## src/rtl/screen_buf_sched.sv

```systemverilog
// Screen-buffer write scheduler.
// Arbitrates the single screen-buffer write port between a host (one character
// at a time, req/ack handshake) and a bulk filler (random refill or blanking).
// A frame counter triggers periodic refills; a sticky clear request wins over
// a refill on the next vsync seen in IDLE.
//
// Ports:
//   clk, reset_n                      clock, async active-low reset
//   vsync                             one-cycle frame-start pulse
//   clear_req                         one-cycle request to blank the screen
//   host_req/x/y/c, host_ack          host single-character write handshake
//   fill_we/x/y/c                     write stream from the filler
//   refresh, zero_buf                 filler restart pulse, blank-char select
//   buf_we/x/y/c                      screen-buffer write port
//   busy                              high while an operation is in progress
module screen_buf_sched #(
    parameter int unsigned width              = 128,
    parameter int unsigned height             = 48,
    parameter int unsigned char_width         = 8,
    parameter int unsigned frames_per_refresh = 60
) (
    input  logic                       clk,
    input  logic                       reset_n,
    input  logic                       vsync,
    input  logic                       clear_req,
    input  logic                       host_req,
    input  logic [$clog2(width)-1:0]   host_x,
    input  logic [$clog2(height)-1:0]  host_y,
    input  logic [char_width-1:0]      host_c,
    output logic                       host_ack,
    input  logic                       fill_we,
    input  logic [$clog2(width)-1:0]   fill_x,
    input  logic [$clog2(height)-1:0]  fill_y,
    input  logic [char_width-1:0]      fill_c,
    output logic                       refresh,
    output logic                       zero_buf,
    output logic                       buf_we,
    output logic [$clog2(width)-1:0]   buf_x,
    output logic [$clog2(height)-1:0]  buf_y,
    output logic [char_width-1:0]      buf_c,
    output logic                       busy
);

    localparam int unsigned XWidth  = $clog2(width);
    localparam int unsigned YWidth  = $clog2(height);
    localparam int unsigned WdLimit = width * height + 4;
    localparam int unsigned WdWidth = $clog2(WdLimit);

    typedef enum logic [1:0] {StIdle, StStart, StFill, StClear} state_e;

    state_e               state_q, state_d;
    logic                 mode_clear_q, mode_clear_d;
    logic [7:0]           fcnt_q, fcnt_d;
    logic                 clr_pend_q, clr_pend_d;
    logic                 refill_due_q, refill_due_d;
    logic                 ack_q;
    logic                 fill_we_q, fill_we_d;
    logic [WdWidth-1:0]   wd_q, wd_d;
    logic                 en_q;
    logic                 start_op;
    logic                 grant;

    always_comb begin
        state_d      = state_q;
        mode_clear_d = mode_clear_q;
        fcnt_d       = fcnt_q;
        clr_pend_d   = clr_pend_q;
        refill_due_d = refill_due_q;
        fill_we_d    = 1'b0;
        wd_d         = wd_q;
        start_op     = 1'b0;

        unique case (state_q)
            StIdle: begin
                if (vsync) begin
                    if (fcnt_q == 8'(frames_per_refresh - 1)) begin
                        fcnt_d       = 8'd0;
                        refill_due_d = 1'b1;
                    end else begin
                        fcnt_d = fcnt_q + 8'd1;
                    end
                    // Clear wins and also discards any refill that was due.
                    if (clr_pend_q) begin
                        state_d      = StStart;
                        mode_clear_d = 1'b1;
                        clr_pend_d   = 1'b0;
                        refill_due_d = 1'b0;
                        start_op     = 1'b1;
                    end else if (refill_due_d) begin
                        state_d      = StStart;
                        mode_clear_d = 1'b0;
                        refill_due_d = 1'b0;
                        start_op     = 1'b1;
                    end
                end
            end
            StStart: begin
                state_d = mode_clear_q ? StClear : StFill;
                wd_d    = '0;
            end
            StFill, StClear: begin
                fill_we_d = fill_we;
                wd_d      = wd_q + 1'b1;
                // Falling edge of fill_we marks the end of the filler stream.
                if ((fill_we_q && !fill_we) || (wd_q == WdWidth'(WdLimit - 1))) begin
                    state_d = StIdle;
                end
            end
            default: state_d = StIdle;
        endcase

        // Set after the IDLE clear so a pulse on the starting vsync is kept.
        if (clear_req) begin
            clr_pend_d = 1'b1;
        end
    end

    // en_q holds off host grants until the first edge after reset release.
    assign grant = en_q && (state_q == StIdle) && host_req && !ack_q && !start_op;

    always_comb begin
        host_ack = grant;
        busy     = (state_q != StIdle);
        refresh  = (state_q == StStart);
        zero_buf = ((state_q == StStart) && mode_clear_q) || (state_q == StClear);
        buf_we   = 1'b0;
        buf_x    = '0;
        buf_y    = '0;
        buf_c    = '0;
        if ((state_q == StFill) || (state_q == StClear)) begin
            buf_we = fill_we;
            buf_x  = fill_x;
            buf_y  = fill_y;
            buf_c  = fill_c;
        end else if (grant) begin
            buf_we = 1'b1;
            buf_x  = host_x;
            buf_y  = host_y;
            buf_c  = host_c;
        end
    end

    always_ff @(posedge clk or negedge reset_n) begin
        if (!reset_n) begin
            state_q      <= StIdle;
            mode_clear_q <= 1'b0;
            fcnt_q       <= 8'd0;
            clr_pend_q   <= 1'b0;
            refill_due_q <= 1'b0;
            ack_q        <= 1'b0;
            fill_we_q    <= 1'b0;
            wd_q         <= '0;
            en_q         <= 1'b0;
        end else begin
            state_q      <= state_d;
            mode_clear_q <= mode_clear_d;
            fcnt_q       <= fcnt_d;
            clr_pend_q   <= clr_pend_d;
            refill_due_q <= refill_due_d;
            ack_q        <= grant;
            fill_we_q    <= fill_we_d;
            wd_q         <= wd_d;
            en_q         <= 1'b1;
        end
    end

    logic unused_width;
    assign unused_width = ^{XWidth[0], YWidth[0]};

endmodule
```

## config.mk

```make
export PLATFORM = sky130hd
export DESIGN_NAME = screen_buf_sched
export DESIGN_NICKNAME = d
export VERILOG_FILES = /design/src/rtl/screen_buf_sched.sv
export SDC_FILE = /design/constraint.sdc
export NUM_CORES = 1
export LEC_CHECK = 0
export ABC_AREA = 1
export BUFFER_PORTS_ARGS = -buffer_cell sky130_fd_sc_hd__buf_2
export CAP_MARGIN = 20
export CORE_ASPECT_RATIO = 1.2
export CORE_UTILIZATION = 52
export DETAILED_ROUTE_END_ITERATION = 8
export MAX_ROUTING_LAYER = met4
export PLACE_DENSITY_LB_ADDON = 0.12
export SYNTH_ARGS = -nofsm -noshare
export SYNTH_HDL_FRONTEND = slang
export SYNTH_SLANG_ARGS = --single-unit
```

## constraint.sdc

```tcl
create_clock -name clk -period 3.8 [get_ports clk]
set_input_delay 0.57 -clock clk [delete_from_list [all_inputs] [get_ports clk]]
set_output_delay 0.57 -clock clk [all_outputs]
set_load 0.01 [all_outputs]
```

==> flow_metrics.env <==
export IMPL_cts_repair_resized=0
export IMPL_syn_inst=269
export IMPL_maxCapViolCount=0
export IMPL_num_rows=23
export IMPL_vias_per_cell=4.94
export IMPL_ff2ff_path_depth=5
export IMPL_crit_top_cell="nand3_1"
export IMPL_status="complete, no violations"
export IMPL_final_cell_mix="96 x nand2_1, 73 x buf_2, 41 x nand3_1"
export IMPL_grt_pass1_wl_um=6510
export IMPL_numCtsBuffers=3
export IMPL_r2r_start="state_q[0]"
export IMPL_path_cells="nor2_4 -> nand3_1 -> nor2_2 -> nand3_1 -> nand2_1 -> buf_2"
export IMPL_r2r_setup_slack_ps=2080
export IMPL_dieArea_mm2=0.00374
export IMPL_finalCritPeriodShare_pct=69.4
export IMPL_clock_fmax_mhz=379
export IMPL_num_vias=1858
export IMPL_holdWs_ps=312
export IMPL_synth_edf_count=0
export IMPL_worstSetupEndpointType="primary output"
export IMPL_pin_count=74
export IMPL_dr_pass1_iters=4
export IMPL_setup_viol=0
export IMPL_drt_total_wl_um=4140
export IMPL_hold_buffers=0
export IMPL_mostFrequentLayoutCell="nand2_1"
export IMPL_relSlewSlack_pct=47.0
export IMPL_netlist_area_mm2=0.00182
export IMPL_cts_tree="built"
export IMPL_worst_pin_slew_ps=794
export IMPL_power_density_mw_per_mm2=517
export IMPL_max_stage_delay_ps=620
export IMPL_die_h_um=66.8
export IMPL_clockBufferDepth=2
export IMPL_design_area_mm2=0.00223
export IMPL_rsz0062_at_grt="no"
export IMPL_antenna_found_initial=0
export IMPL_cp_arrival_ps=2070
export IMPL_endpoint="buf_y[3]"
export IMPL_yosysUniqueCellTypes=26
export IMPL_track_usage_pct=22.2
export IMPL_fin_crit_ps=2640
export IMPL_drive_gt1_share_pct=26.5
export IMPL_drcViolationCount=0
export IMPL_maxSlewViolCount=0
export IMPL_area_delta_synth_final_pct=22.5
export IMPL_grt_start_max_net_pins=30
export IMPL_slowest_stage="nor2_2"
export IMPL_cts_root_buf="clkbuf_8"
export IMPL_cp_start_kind="flop"
export IMPL_dp_hpwl_um=3190
export IMPL_die_w_um=56.0
export IMPL_portBuffers=73
export IMPL_hp_class="primary input to asynchronous set/reset pin"
export IMPL_ys_ff_latch=28
export IMPL_grt_pass1_vias=1575
export IMPL_fin_worst_skew_ps=3.13
export IMPL_htreeDepth=1
export IMPL_tns_ps=0
export IMPL_critPathKind="flop to primary output"
export IMPL_clock_sink_count=28
export IMPL_cellLeakagePower_nw=1.29
export IMPL_clock_latency_ps=260
export IMPL_core_area_mm2=0.00334
export IMPL_layout_nets=391
export IMPL_post_cts_buffers=0
export IMPL_place_congestion=0.833
export IMPL_n_antenna_cell=0
export IMPL_async_flop_share_pct=100
export IMPL_worst_path_max_fanout=22
export IMPL_post_dp_cell_area_mm2=0.00219
export IMPL_drtAntennaViolNets=0
export IMPL_required_ps=3230
export IMPL_r2r_end="ack_q"
export IMPL_ir_worst_vdd_v=0.000416
export IMPL_cts_reportedPaths_clkPinSlew_ps=90
export IMPL_seq_area_frac_synth_pct=38.5
export IMPL_yosys_most_used_dff="dfrtp_1"
export IMPL_first_iter_violations=94
export IMPL_gr_total_overflow=0
export IMPL_synth_nets=319
export IMPL_cp_startpoint="state_q[0]"
export IMPL_syn_avg_cell_area_um2=6.76
export IMPL_finalHoldViolations=0
export IMPL_wl_per_cell_um=11.0
export IMPL_yosys_warnings=0
export IMPL_initial_utilization_pct=54.5
-- routing by layer --
metal	global-route usage (%)	wire, um	up-vias
met3	1.94	100	4
li1	-	-	998
met1	26.9	1830	831
met2	39.7	2180	25
met5	-	0	-
met4	6.40	29	0
-- logic make-up (layout without fill, tap and decap cells) --
kind of cell | after synthesis | after routing | synth area share (%)
and+or+nand+nor | 174 | 174 | 43.2
DFF | 28 | 28 | 38.5
other | 1 | 1 | 0.206
buffers and inverters | 41 | 111 | 9.84
adders and majority gates | 2 | 2 | 1.38
AOI/OAI and AO/OA | 23 | 23 | 6.88
-- worst min path at each step --
stage / from / endpoint / cells past startpoint
2_1_floorplan: reset_n / ack_q / 0
3_3_place_gp: fcnt_q[1] / fcnt_q[1] / 2
3_5_place_dp: fcnt_q[1] / fcnt_q[1] / 2
4_1_cts: reset_n / fcnt_q[7] / 1
5_1_grt: reset_n / fcnt_q[6] / 1
6_report: reset_n / fcnt_q[7] / 1
-- through the flow --
stage / worst slack, ps / power [W] / util [%] / std cells
after floorplan: 1940 / 0.000826 / - / 269
after global placement: 1490 / 0.000990 / 65.5 / 373
after detailed placement: 1480 / 0.00101 / 65.5 / 373
after CTS: 1170 / 0.00116 / 66.8 / 376
after global routing: 968 / 0.00125 / 66.8 / 376
final: 1160 / 0.00115 / 66.8 / 376
-- registers in the layout, summed over array words and instances (netlist names) --
signal        count
wd_q             13
fcnt_q            8
state_q           2
ack_q             1
clr_pend_q        1
en_q              1
fill_we_q         1
mode_clear_q      1
-- cell type report --
type	count	area, um^2
inverters	34	128
well taps	37	46.3
multi-input cells	200	940
flip-flops and latches	28	701
clock buffers	3	41.3
fillers	306	1110
repair buffers	74	373
-- cells in the mapped netlist (3+ instances only) --
cell / n / share of area (%)
nor2_1: 14 / 2.9
a21oi_1: 8 / 2.2
nor3_1: 7 / 1.9
inv_1: 32 / 6.6
o21ai_0: 11 / 3.0
nand2_1: 96 / 20
dfrtp_1: 28 / 39
nand4_1: 3 / 1.0
nand2_2: 3 / 1.0
nor2_4: 4 / 2.5
nand3_1: 41 / 11
buf_6: 3 / 1.9
-- report_power, final --
group          total, W  internal, W  switching, W
clock          0.000154    0.0000709     0.0000831
combinational  0.000557     0.000207      0.000350
sequential     0.000442     0.000366     0.0000758
total           0.00115     0.000643      0.000509
-- critical path, delay by kind of cell (launching register included) --
family,cells,cell delay [ps]
AND/OR/NAND/NOR,5,1220
buffers and inverters,1,130
flip-flops,1,450
Power figures use the tool's default switching activity.
